**src/rtl/bram_stream_pkg.sv**
```systemverilog
// Shared constants and FSM encoding for bram_stream_ctrl.
// BRAM_OUT_REG_EN selects the 2-cycle BRAM read latency (registered douta).
package bram_stream_pkg;

   localparam int unsigned DW    = 16;
   localparam int unsigned AW    = 6;
   localparam int unsigned DEPTH = 2 ** AW;

`ifdef BRAM_OUT_REG_EN
   localparam int unsigned RD_LAT = 2;
`else
   localparam int unsigned RD_LAT = 1;
`endif

   typedef enum logic [1:0] {
      IDLE,
      LOAD,
      READ,
      DRAIN
   } state_e;

endpackage

```
**src/rtl/bram_stream_ctrl_if.sv**
```systemverilog
// Write stream, read stream, command and BRAM port A signals of bram_stream_ctrl.
// BRAM_OUT_REG_EN affects only the timing of bram_douta, not this bundle.
interface bram_stream_ctrl_if;
   import bram_stream_pkg::*;

   logic          s_valid;
   logic          s_ready;
   logic [DW-1:0] s_data;
   logic          s_last;
   logic [AW-1:0] wr_base;
   logic          rd_start;
   logic [AW-1:0] rd_base;
   logic [AW:0]   rd_len;
   logic          m_valid;
   logic          m_ready;
   logic [DW-1:0] m_data;
   logic          m_last;
   logic          busy;
   logic          done;
   logic [AW-1:0] bram_addra;
   logic [DW-1:0] bram_dina;
   logic          bram_wea;
   logic [DW-1:0] bram_douta;

   modport master (
      input  s_valid, s_data, s_last, wr_base, rd_start, rd_base, rd_len, m_ready, bram_douta,
      output s_ready, m_valid, m_data, m_last, busy, done, bram_addra, bram_dina, bram_wea
   );

   modport slave (
      output s_valid, s_data, s_last, wr_base, rd_start, rd_base, rd_len, m_ready, bram_douta,
      input  s_ready, m_valid, m_data, m_last, busy, done, bram_addra, bram_dina, bram_wea
   );

endinterface

```
**src/rtl/bram_rd_fifo.sv**
```systemverilog
// Small synchronous ring-buffer FIFO holding returned BRAM words plus their last flag.
// Depth is independent of BRAM_OUT_REG_EN; the caller sizes it for the read latency.
module bram_rd_fifo #(
   parameter int unsigned Width = 17,
   parameter int unsigned Depth = 4,
   localparam int unsigned CntW = $clog2(Depth + 1),
   localparam int unsigned PtrW = (Depth > 1) ? $clog2(Depth) : 1
) (
   input  logic             clk,
   input  logic             rst,
   input  logic             push_i,
   input  logic [Width-1:0] wdata_i,
   input  logic             pop_i,
   output logic [Width-1:0] rdata_o,
   output logic [CntW-1:0]  count_o
);

   logic [Width-1:0] mem_q [Depth];
   logic [PtrW-1:0]  wptr_q, wptr_d;
   logic [PtrW-1:0]  rptr_q, rptr_d;
   logic [CntW-1:0]  count_q, count_d;
   logic             do_push, do_pop;

   function automatic logic [PtrW-1:0] ptr_inc(input logic [PtrW-1:0] p);
      return (p == PtrW'(Depth - 1)) ? '0 : p + PtrW'(1);
   endfunction

   always_comb begin
      do_pop  = pop_i && (count_q != '0);
      // A pop frees the head slot, so a push into a full FIFO is legal in the same cycle.
      do_push = push_i && ((count_q != CntW'(Depth)) || do_pop);
      wptr_d  = do_push ? ptr_inc(wptr_q) : wptr_q;
      rptr_d  = do_pop ? ptr_inc(rptr_q) : rptr_q;
      count_d = count_q + CntW'(do_push) - CntW'(do_pop);
   end

   always_ff @(posedge clk or posedge rst) begin
      if (rst) begin
         wptr_q  <= '0;
         rptr_q  <= '0;
         count_q <= '0;
      end else begin
         wptr_q  <= wptr_d;
         rptr_q  <= rptr_d;
         count_q <= count_d;
      end
   end

   always_ff @(posedge clk) begin
      if (do_push) begin
         mem_q[wptr_q] <= wdata_i;
      end
   end

   assign rdata_o = mem_q[rptr_q];
   assign count_o = count_q;

endmodule

```
**src/rtl/bram_stream_ctrl.sv**
```systemverilog
// Loads a valid/ready stream into a 64x16 BRAM and streams runs of words back out.
// Define BRAM_OUT_REG_EN when the BRAM output register is enabled (2-cycle read latency).
module bram_stream_ctrl
   import bram_stream_pkg::*;
#(
   parameter int unsigned FIFO_DEPTH = 4
) (
   input logic                clk,
   input logic                rst,
   bram_stream_ctrl_if.master bus
);

   localparam int unsigned CW = $clog2(FIFO_DEPTH + 1);
   localparam int unsigned LW = AW + 1;

   state_e            state_q, state_d;
   logic [AW-1:0]     wr_ptr_q, wr_ptr_d;
   logic [AW-1:0]     rd_ptr_q, rd_ptr_d;
   logic [LW-1:0]     rem_q, rem_d;
   logic [CW-1:0]     credit_q, credit_d;
   logic              done_q, done_d;
   logic [RD_LAT-1:0] tag_vld_q, tag_last_q;

   logic              issue, issue_last, pop, push, fifo_empty;
   logic [AW-1:0]     issue_addr;
   logic [DW:0]       fifo_rdata;
   logic [CW-1:0]     fifo_count;

   assign fifo_empty  = (fifo_count == '0);
   assign pop         = ~fifo_empty & bus.m_ready;
   assign push        = tag_vld_q[RD_LAT-1];
   assign bus.m_valid = ~fifo_empty;
   assign bus.m_data  = fifo_empty ? '0 : fifo_rdata[DW-1:0];
   assign bus.m_last  = ~fifo_empty & fifo_rdata[DW];
   assign bus.busy    = (state_q != IDLE);
   assign bus.done    = done_q;

   always_comb begin
      state_d        = state_q;
      wr_ptr_d       = wr_ptr_q;
      rd_ptr_d       = rd_ptr_q;
      rem_d          = rem_q;
      done_d         = 1'b0;
      issue          = 1'b0;
      issue_last     = 1'b0;
      issue_addr     = rd_ptr_q;
      bus.s_ready    = 1'b0;
      bus.bram_wea   = 1'b0;
      bus.bram_addra = '0;
      bus.bram_dina  = '0;

      unique case (state_q)
         IDLE: begin
            bus.s_ready = ~rst;
            if (bus.s_valid && !rst) begin
               bus.bram_wea   = 1'b1;
               bus.bram_addra = bus.wr_base;
               bus.bram_dina  = bus.s_data;
               wr_ptr_d       = bus.wr_base + AW'(1);
               if (bus.s_last) begin
                  done_d = 1'b1;
               end else begin
                  state_d = LOAD;
               end
            end else if (bus.rd_start && !rst) begin
               // First read goes out with the command so data returns one cycle earlier.
               state_d  = READ;
               rem_d    = bus.rd_len;
               rd_ptr_d = bus.rd_base;
               if (bus.rd_len != '0) begin
                  issue      = 1'b1;
                  issue_addr = bus.rd_base;
                  issue_last = (bus.rd_len == LW'(1));
                  rem_d      = bus.rd_len - LW'(1);
                  rd_ptr_d   = bus.rd_base + AW'(1);
               end
            end
         end
         LOAD: begin
            bus.s_ready = 1'b1;
            if (bus.s_valid) begin
               bus.bram_wea   = 1'b1;
               bus.bram_addra = wr_ptr_q;
               bus.bram_dina  = bus.s_data;
               wr_ptr_d       = wr_ptr_q + AW'(1);
               if (bus.s_last) begin
                  state_d = IDLE;
                  done_d  = 1'b1;
               end
            end
         end
         READ: begin
            if (rem_q == '0) begin
               // Only reached on entry: rd_len of 0 (nothing in flight) or 1 (already issued).
               if (credit_q == '0) begin
                  state_d = IDLE;
                  done_d  = 1'b1;
               end else begin
                  state_d = DRAIN;
               end
            end else if (credit_q < CW'(FIFO_DEPTH)) begin
               issue      = 1'b1;
               issue_addr = rd_ptr_q;
               issue_last = (rem_q == LW'(1));
               rd_ptr_d   = rd_ptr_q + AW'(1);
               rem_d      = rem_q - LW'(1);
               if (rem_q == LW'(1)) begin
                  state_d = DRAIN;
               end
            end
         end
         DRAIN: begin
            if (pop && bus.m_last) begin
               state_d = IDLE;
               done_d  = 1'b1;
            end
         end
         default: state_d = IDLE;
      endcase

      if (issue) begin
         bus.bram_addra = issue_addr;
      end
      // Credits cover words in the BRAM pipeline plus words parked in the FIFO.
      credit_d = credit_q + CW'(issue) - CW'(pop);
   end

   always_ff @(posedge clk or posedge rst) begin
      if (rst) begin
         state_q    <= IDLE;
         wr_ptr_q   <= '0;
         rd_ptr_q   <= '0;
         rem_q      <= '0;
         credit_q   <= '0;
         done_q     <= 1'b0;
         tag_vld_q  <= '0;
         tag_last_q <= '0;
      end else begin
         state_q    <= state_d;
         wr_ptr_q   <= wr_ptr_d;
         rd_ptr_q   <= rd_ptr_d;
         rem_q      <= rem_d;
         credit_q   <= credit_d;
         done_q     <= done_d;
         tag_vld_q  <= RD_LAT'({tag_vld_q, issue});
         tag_last_q <= RD_LAT'({tag_last_q, issue_last});
      end
   end

   bram_rd_fifo #(
      .Width (DW + 1),
      .Depth (FIFO_DEPTH)
   ) u_fifo (
      .clk     (clk),
      .rst     (rst),
      .push_i  (push),
      .wdata_i ({tag_last_q[RD_LAT-1], bus.bram_douta}),
      .pop_i   (pop),
      .rdata_o (fifo_rdata),
      .count_o (fifo_count)
   );

endmodule

```
**src/flat_wrapper.sv**
```systemverilog
// flat-port wrapper written by rule: the top's interface ports become plain ports
module bram_stream_ctrl_flat import bram_stream_pkg::*;
#(
   parameter int unsigned FIFO_DEPTH = 4
)
  (clk, rst, bus_s_valid, bus_s_data, bus_s_last, bus_wr_base, bus_rd_start, bus_rd_base, bus_rd_len, bus_m_ready, bus_bram_douta, bus_s_ready, bus_m_valid, bus_m_data, bus_m_last, bus_busy, bus_done, bus_bram_addra, bus_bram_dina, bus_bram_wea);
  bram_stream_ctrl_if bus_i ();
  input logic clk;
  input logic rst;
  input wire logic [$bits(bus_i.s_valid)-1:0] bus_s_valid;
  input wire logic [$bits(bus_i.s_data)-1:0] bus_s_data;
  input wire logic [$bits(bus_i.s_last)-1:0] bus_s_last;
  input wire logic [$bits(bus_i.wr_base)-1:0] bus_wr_base;
  input wire logic [$bits(bus_i.rd_start)-1:0] bus_rd_start;
  input wire logic [$bits(bus_i.rd_base)-1:0] bus_rd_base;
  input wire logic [$bits(bus_i.rd_len)-1:0] bus_rd_len;
  input wire logic [$bits(bus_i.m_ready)-1:0] bus_m_ready;
  input wire logic [$bits(bus_i.bram_douta)-1:0] bus_bram_douta;
  output wire logic [$bits(bus_i.s_ready)-1:0] bus_s_ready;
  output wire logic [$bits(bus_i.m_valid)-1:0] bus_m_valid;
  output wire logic [$bits(bus_i.m_data)-1:0] bus_m_data;
  output wire logic [$bits(bus_i.m_last)-1:0] bus_m_last;
  output wire logic [$bits(bus_i.busy)-1:0] bus_busy;
  output wire logic [$bits(bus_i.done)-1:0] bus_done;
  output wire logic [$bits(bus_i.bram_addra)-1:0] bus_bram_addra;
  output wire logic [$bits(bus_i.bram_dina)-1:0] bus_bram_dina;
  output wire logic [$bits(bus_i.bram_wea)-1:0] bus_bram_wea;
  assign bus_i.s_valid = bus_s_valid;
  assign bus_i.s_data = bus_s_data;
  assign bus_i.s_last = bus_s_last;
  assign bus_i.wr_base = bus_wr_base;
  assign bus_i.rd_start = bus_rd_start;
  assign bus_i.rd_base = bus_rd_base;
  assign bus_i.rd_len = bus_rd_len;
  assign bus_i.m_ready = bus_m_ready;
  assign bus_i.bram_douta = bus_bram_douta;
  assign bus_s_ready = bus_i.s_ready;
  assign bus_m_valid = bus_i.m_valid;
  assign bus_m_data = bus_i.m_data;
  assign bus_m_last = bus_i.m_last;
  assign bus_busy = bus_i.busy;
  assign bus_done = bus_i.done;
  assign bus_bram_addra = bus_i.bram_addra;
  assign bus_bram_dina = bus_i.bram_dina;
  assign bus_bram_wea = bus_i.bram_wea;
  bram_stream_ctrl #(.FIFO_DEPTH(FIFO_DEPTH)) u_core (.clk(clk), .rst(rst), .bus(bus_i));
endmodule
```
**config.mk**
```make
export PLATFORM = sky130hd
export DESIGN_NAME = bram_stream_ctrl_flat
export DESIGN_NICKNAME = d
export VERILOG_FILES = /design/src/rtl/bram_stream_pkg.sv /design/src/rtl/bram_stream_ctrl_if.sv /design/src/rtl/bram_rd_fifo.sv /design/src/rtl/bram_stream_ctrl.sv /design/src/flat_wrapper.sv
export SDC_FILE = /design/constraint.sdc
export NUM_CORES = 1
export LEC_CHECK = 0
export BUFFER_PORTS_ARGS = -buffer_cell sky130_fd_sc_hd__buf_2
export CAP_MARGIN = 20
export CORE_MARGIN = 2
export CORE_UTILIZATION = 50
export DETAILED_ROUTE_END_ITERATION = 7
export GPL_ROUTABILITY_DRIVEN = 0
export PLACE_DENSITY = 0.75
export SKIP_CTS_REPAIR_TIMING = 1
export SLEW_MARGIN = 5
export SYNTH_ARGS = -nofsm -noshare
export SYNTH_HDL_FRONTEND = slang
export SYNTH_SLANG_ARGS = --single-unit
```
**constraint.sdc**
```tcl
create_clock -name clk -period 3.75 [get_ports clk]
set_input_delay 0.9375 -clock clk [delete_from_list [all_inputs] [get_ports clk]]
set_output_delay 0.9375 -clock clk [all_outputs]
set_load 0.1 [all_outputs]
```
==> impl_metrics.json, run 1 <==
{
  "yosysWarnings": 0,
  "dp.final_hpwl_um": 7970,
  "drive_above_1_share_pct": 33.8,
  "async_flop_share_pct": 33.3,
  "fmax_ghz": 0.287,
  "grt_pass1_vias": 3613,
  "drt-wirelength-per-cell_um": 16.3,
  "drc": 0,
  "critPathLaunch": "bus_rd_len[1]",
  "max-cap-violations": 0,
  "synthCells": 425,
  "clock_sinks": 102,
  "grt-ovfl-total": 0,
  "cp.required_ns": 2.81,
  "rsz0062_at_grt": "no",
  "ant_nets": 0,
  "dieWidth_um": 106,
  "rows": 37,
  "synth_cell_type_count": 56,
  "diodes": 0,
  "setup_tns_ns": 0,
  "cts-root-buf": "clkbuf_8",
  "worstHoldStart": "u_core.tag_last_q",
  "dr.pass1.iters": 4,
  "dieArea_um2": 11300,
  "ys_seq_area_share_pct": 55.4,
  "clock_latency_ns": 0.36,
  "timing.rr.start": "u_core.u_fifo.count_o[1]",
  "grt_pass1_wl_um": 17700,
  "synth_ff_type": "edfxtp_1",
  "antenna_found_initial": 0,
  "grt_usage_pct": 20.1,
  "syn_nets": 500,
  "h-tree-depth": 3,
  "synth_edf_count": 68,
  "drt_iter0_drc": 143,
  "outcome": "finished clean",
  "period_needed_ns": 3.49,
  "cts_tree": "yes",
  "finalSetupViolCount": 0,
  "area_growth_pct": 22.9,
  "cp_max_fo": 7,
  "hold_viol": 0,
  "clk_pin_slew_worst_paths_ns": 0.09,
  "arrival_ns": 2.55,
  "slew_headroom_pct": 39.1,
  "cp-start-kind": "primary input",
  "critPathKind": "in -> out",
  "skew_ns": 0.0103,
  "finalCritPeriodShare_pct": 93.0,
  "drv_slew": 0,
  "syn_avg_cell_area_um2": 12.3,
  "synth_area_um2": 5220,
  "die_y_um": 106,
  "vias_per_cell": 5.49,
  "start_util_pct": 51.1,
  "crit_path_end_kind": "output pin",
  "grt_max_degree": 35,
  "tightest_slew_ns": 0.914,
  "io_pins": 101,
  "routed_wl_um": 10900,
  "fin_nets": 603,
  "coreArea_um2": 10200,
  "ctsLongestPathBuffers": 2,
  "vias": 3672,
  "io_buffers": 100,
  "n_fill_cell": 821,
  "ys_seq_elements": 102,
  "hold_path.class": "reg -> reg",
  "cts_made_buffers": 9
}
layout by cell type, fill, tap and decap left out, types with 3 or more instances in the layout:
cell,instances
or3_1,4
clkbuf_8,9
nor2b_1,3
buf_12,18
mux4_2,17
nor4_1,3
a21o_1,3
nor2_1,16
xnor2_1,9
and3_1,3
and2_4,7
a31oi_1,3
a211oi_1,4
or2_2,3
ha_1,16
buf_2,82
mux2_2,3
a21oi_1,21
nand2_1,28
a22oi_1,13
buf_4,13
o21ai_2,5
and2_1,24
nor3_1,10
mux2i_1,6
xor2_1,5
o21ai_0,15
inv_1,20
edfxtp_1,68
and2_2,9
nand2b_1,7
nand3_1,9
dfrtp_1,34
cells in the mapped netlist, drive strengths merged, types with 3 or more instances:
library cell,instances,share of area [%]
and3,3,0.36
mux4,17,7.3
a21o,3,0.43
o21ai,22,2.1
dfrtp,34,16
nand2,29,2.1
a22oi,14,2.1
mux2i,6,1.1
a21oi,21,2.0
nor3,10,0.96
edfxtp,68,39
xnor2,9,1.5
nor2,16,1.1
or3,5,0.62
mux2,3,0.65
nand3,9,0.86
nor2b,3,0.36
inv,21,1.5
ha,16,3.8
nor4,3,0.36
nand2b,7,0.84
a31oi,3,0.36
xor2,5,0.84
buf,7,0.96
clkbuf,14,1.0
a211oi,4,0.57
and2,41,4.9
or2,4,0.53
state kept, by name (all words and copies together) (netlist names):
name,flops
u_core.bus.done,1
u_core.credit_q,3
u_core.push,1
u_core.rd_ptr_q,6
u_core.rem_q,7
u_core.state_q,2
u_core.tag_last_q,1
u_core.u_fifo.count_o,3
u_core.u_fifo.mem_q,68
u_core.u_fifo.rptr_q,2
u_core.u_fifo.wptr_q,2
u_core.wr_ptr_q,6
stage by stage:
stage               utilization [%]  hold WS, ns  setup slack (ns)  cells  instance area, µm²
finish                         62.8        0.502             0.264    669                6420
floorplan                         -        0.455           0.00787    425                5280
global placement               60.7        0.462             0.192    653                6210
CTS                            62.7        0.503            0.0993    669                6420
detailed placement             60.7        0.481            0.0972    653                6210
global route                   62.8        0.533             0.130    669                6420
critical path: stages:
cell     delay [ns]
buf_2          0.11
inv_1          0.09
ha_1           0.17
nor3b_2        0.28
nand2_1        0.12
and2_0         0.27
a22oi_1        0.20
o21ai_2        0.08
buf_2          0.29
kinds of logic (layout without fill, tap and decap cells):
logic type      Yosys count  after routing  synth area share, %
buf+inv                  42            150                 3.47
compound gates           86             86                 10.7
mux                      26             26                 9.13
flops                   102            102                 55.4
xor+xnor                 14             14                 2.35
fa+ha+maj                18             18                 4.60
simple gates            137            137                 14.4
final timing paths:
kind                       cells after the start                          to  slack [ns]
min                                            0  u_core.u_fifo.mem_q[0][16]        0.50
max                                            9           bus_bram_addra[5]        0.26
max in group asynchronous                      3    u_core.u_fifo.count_o[2]        2.66
min reg2reg                                    0  u_core.u_fifo.mem_q[0][16]        0.50
min in group asynchronous                      3          u_core.wr_ptr_q[0]        0.77
max reg2reg                                    9          u_core.credit_q[2]        0.99
area by class of cell:
class                           count  area [µm²]  area share, %
Tap cell                          136         170           2.65
Inverter                           21        82.6           1.29
Timing Repair Buffer              113         868           13.5
Multi-Input combinational cell    281        2200           34.3
Sequential cell                   102        2890           45.0
Clock inverter                      6        76.3           1.19
Clock buffer                       10         128           1.99
routing by layer:
layer  global-route usage [%]  vias up  wire, µm
met5                        0        -         0
met4                     4.42        0        50
met3                     4.17        7       653
met2                     33.4      118      5520
met1                     27.4     1775      4650
li1                         -     1772         -
Power of run 1 is left out: the tool's default activity adds up to more than one toggle a clock period on the data nets, which glitch-free logic cannot reach.
==> run 2: changes to the inputs <==
--- a/config.mk
+++ b/config.mk
@@ -5,13 +5,14 @@
 export SDC_FILE = /design/constraint.sdc
 export NUM_CORES = 1
 export LEC_CHECK = 0
+export ABC_AREA = 1
 export BUFFER_PORTS_ARGS = -buffer_cell sky130_fd_sc_hd__buf_2
 export CAP_MARGIN = 20
 export CORE_MARGIN = 2
-export CORE_UTILIZATION = 50
+export CORE_UTILIZATION = 51
 export DETAILED_ROUTE_END_ITERATION = 7
 export GPL_ROUTABILITY_DRIVEN = 0
-export PLACE_DENSITY = 0.75
+export PLACE_DENSITY = 0.76
 export SKIP_CTS_REPAIR_TIMING = 1
 export SLEW_MARGIN = 5
 export SYNTH_ARGS = -nofsm -noshare
==> impl_metrics.json, run 2 <==
{
  "cp.required_ns": 2.81,
  "path_common_cell": "nand2_2",
  "crit_path_end_kind": "output pin",
  "cts_made_buffers": 9,
  "hold_viol": 0,
  "synth_ff_type": "edfxtp_1",
  "drc": 0,
  "vias_per_cell": 5.18,
  "area_growth_pct": 17.5,
  "synth_area_um2": 5490,
  "slowest_stage": "a21o_1",
  "critPathKind": "in -> out",
  "rsz0062_at_grt": "no",
  "outcome": "finished clean",
  "layout_commonest_cell": "nand2_1",
  "ys_seq_elements": 102,
  "grt-ovfl-total": 0,
  "largest_reg_flops": 68,
  "grt_usage_pct": 21.1,
  "io_pins": 101,
  "yosysTopAreaCell": "edfxtp_1",
  "die_y_um": 108,
  "drv_slew": 0,
  "grt_max_degree": 35,
  "top_regs": "u_core.u_fifo.mem_q: 68 flops, u_core.rem_q: 7 flops",
  "final_cells": 888,
  "crit_path_cell_trace": "buf_2 -> inv_1 -> ha_1 -> nand2_1 -> nor2_2 -> nand2_2 -> nand2_2 -> o21ai_2 -> a21o_1 -> buf_12",
  "grt_pass1_vias": 4374,
  "cts_tree": "yes",
  "layout_common_cells": "153 x nand2_1, 102 x nor2_1, 93 x buf_2, 68 x edfxtp_1, 61 x inv_1",
  "synth_edf_count": 68,
  "fmax_ghz": 0.286,
  "syn_nets": 722,
  "vias": 4596,
  "rows": 37,
  "antenna_found_initial": 0,
  "cp_max_fo": 14,
  "diodes": 0,
  "cts-root-buf": "clkbuf_8",
  "synth.most_common_cell": "nand2_1",
  "yosysWarnings": 0,
  "synthCells": 647,
  "dieArea_um2": 11600,
  "drt-wirelength-per-cell_um": 13.3,
  "max-cap-violations": 0,
  "critPathMaxStageDelay_ns": 0.23,
  "drive_above_1_share_pct": 21.4,
  "slew_headroom_pct": 61.6,
  "finalCritPeriodShare_pct": 93.2,
  "coreArea_um2": 10400,
  "largest-register": "u_core.u_fifo.mem_q",
  "clk_pin_slew_worst_paths_ns": 0.09,
  "clock_sinks": 102,
  "dr.pass1.iters": 5,
  "finalSetupViolCount": 0,
  "async_flop_share_pct": 33.3,
  "syn_avg_cell_area_um2": 8.49,
  "skew_ns": 0.0146,
  "fin_nets": 822,
  "tightest_slew_ns": 0.573,
  "arrival_ns": 2.56,
  "ys_seq_area_share_pct": 52.7,
  "io_buffers": 100,
  "h-tree-depth": 3,
  "clock_latency_ns": 0.36,
  "dp.final_hpwl_um": 8450,
  "ctsLongestPathBuffers": 2,
  "dp.cells": 872,
  "period_needed_ns": 3.49,
  "ant_nets": 0,
  "routed_wl_um": 11800,
  "synth.area.top_cells": "edfxtp_1 37%, dfrtp_1 15%, nand2_1 11%, nor2_1 8.1%, o21ai_0 4.6%",
  "start_util_pct": 53.0,
  "dieWidth_um": 108,
  "synth_top_area_share_pct": 37.2,
  "utilization_pct": 62.2,
  "hold_path.class": "reg -> reg",
  "drt_iter0_drc": 319,
  "synth_cell_type_count": 36,
  "cp-start-kind": "primary input",
  "grt_pass1_wl_um": 19600,
  "synthTopCellsByCount": "154 x nand2_1, 118 x nor2_1, 68 x edfxtp_1, 61 x inv_1, 51 x o21ai_0"
}
run 2: cell types whose count changed after synthesis, moves of 8 or more:
cell      change
nor3_1        -9
nand3_1      +36
a22oi_1       -9
clkbuf_1      -8
mux4_2       -17
o21ai_0      +31
nor2_1      +102
nand2_1     +125
inv_1        +40
and2_1       -39
run 2: worst paths after layout:
kind                                          start                    endpoint  slack, ns  depth (start not counted)
min reg2reg                       u_core.tag_last_q  u_core.u_fifo.mem_q[1][16]       0.50                          0
max                                   bus_rd_len[0]           bus_bram_addra[5]       0.26                         10
max in group asynchronous                       rst             u_core.rem_q[5]       2.61                          3
max reg2reg                u_core.u_fifo.count_o[1]          u_core.credit_q[2]       1.09                         11
min                               u_core.tag_last_q  u_core.u_fifo.mem_q[1][16]       0.50                          0
min in group asynchronous                       rst                 u_core.push       0.52                          2
run 2: worst max-delay path: cells and delay by family:
family	cells	cell delay [ns]
AOI/OAI and AO/OA	2	0.38
and+or+nand+nor	4	0.60
adders and majority gates	1	0.22
buffers and inverters	3	0.39
run 2: metal layers:
layer,global-route usage [%],vias to the layer above,routed length (µm)
li1,-,2304,-
met1,26.0,2147,4910
met2,38.3,136,6170
met3,4.06,9,649
met4,4.40,0,70
met5,0,-,0
run 2: cell type report:
type,count,area (µm²)
Fill cell,896,3920
Sequential cell,102,2890
Clock buffer,9,124
Inverter,67,251
Tap cell,136,170
Clock inverter,7,56.3
Multi-Input combinational cell,456,2270
Timing Repair Buffer,111,688
run 2: through the flow:
stage / worst slack [ns] / cell area [µm²] / hold WS (ns) / setup TNS [ns]
floorplan: -0.0582 / 5540 / 0.449 / -0.582
global placement: 0.377 / 6270 / 0.467 / 0
detailed placement: 0.270 / 6270 / 0.481 / 0
CTS: 0.257 / 6450 / 0.495 / 0
global route: 0.145 / 6450 / 0.528 / 0
finish: 0.257 / 6450 / 0.497 / 0
run 2: kinds of logic after synthesis:
kind of cell	share of synthesized area (%)
compound gates	8.89
xor+xnor	2.23
fa+ha+maj	4.37
buf+inv	6.93
flops	52.7
simple gates	24.9
Power of run 2 is left out for the same reason.
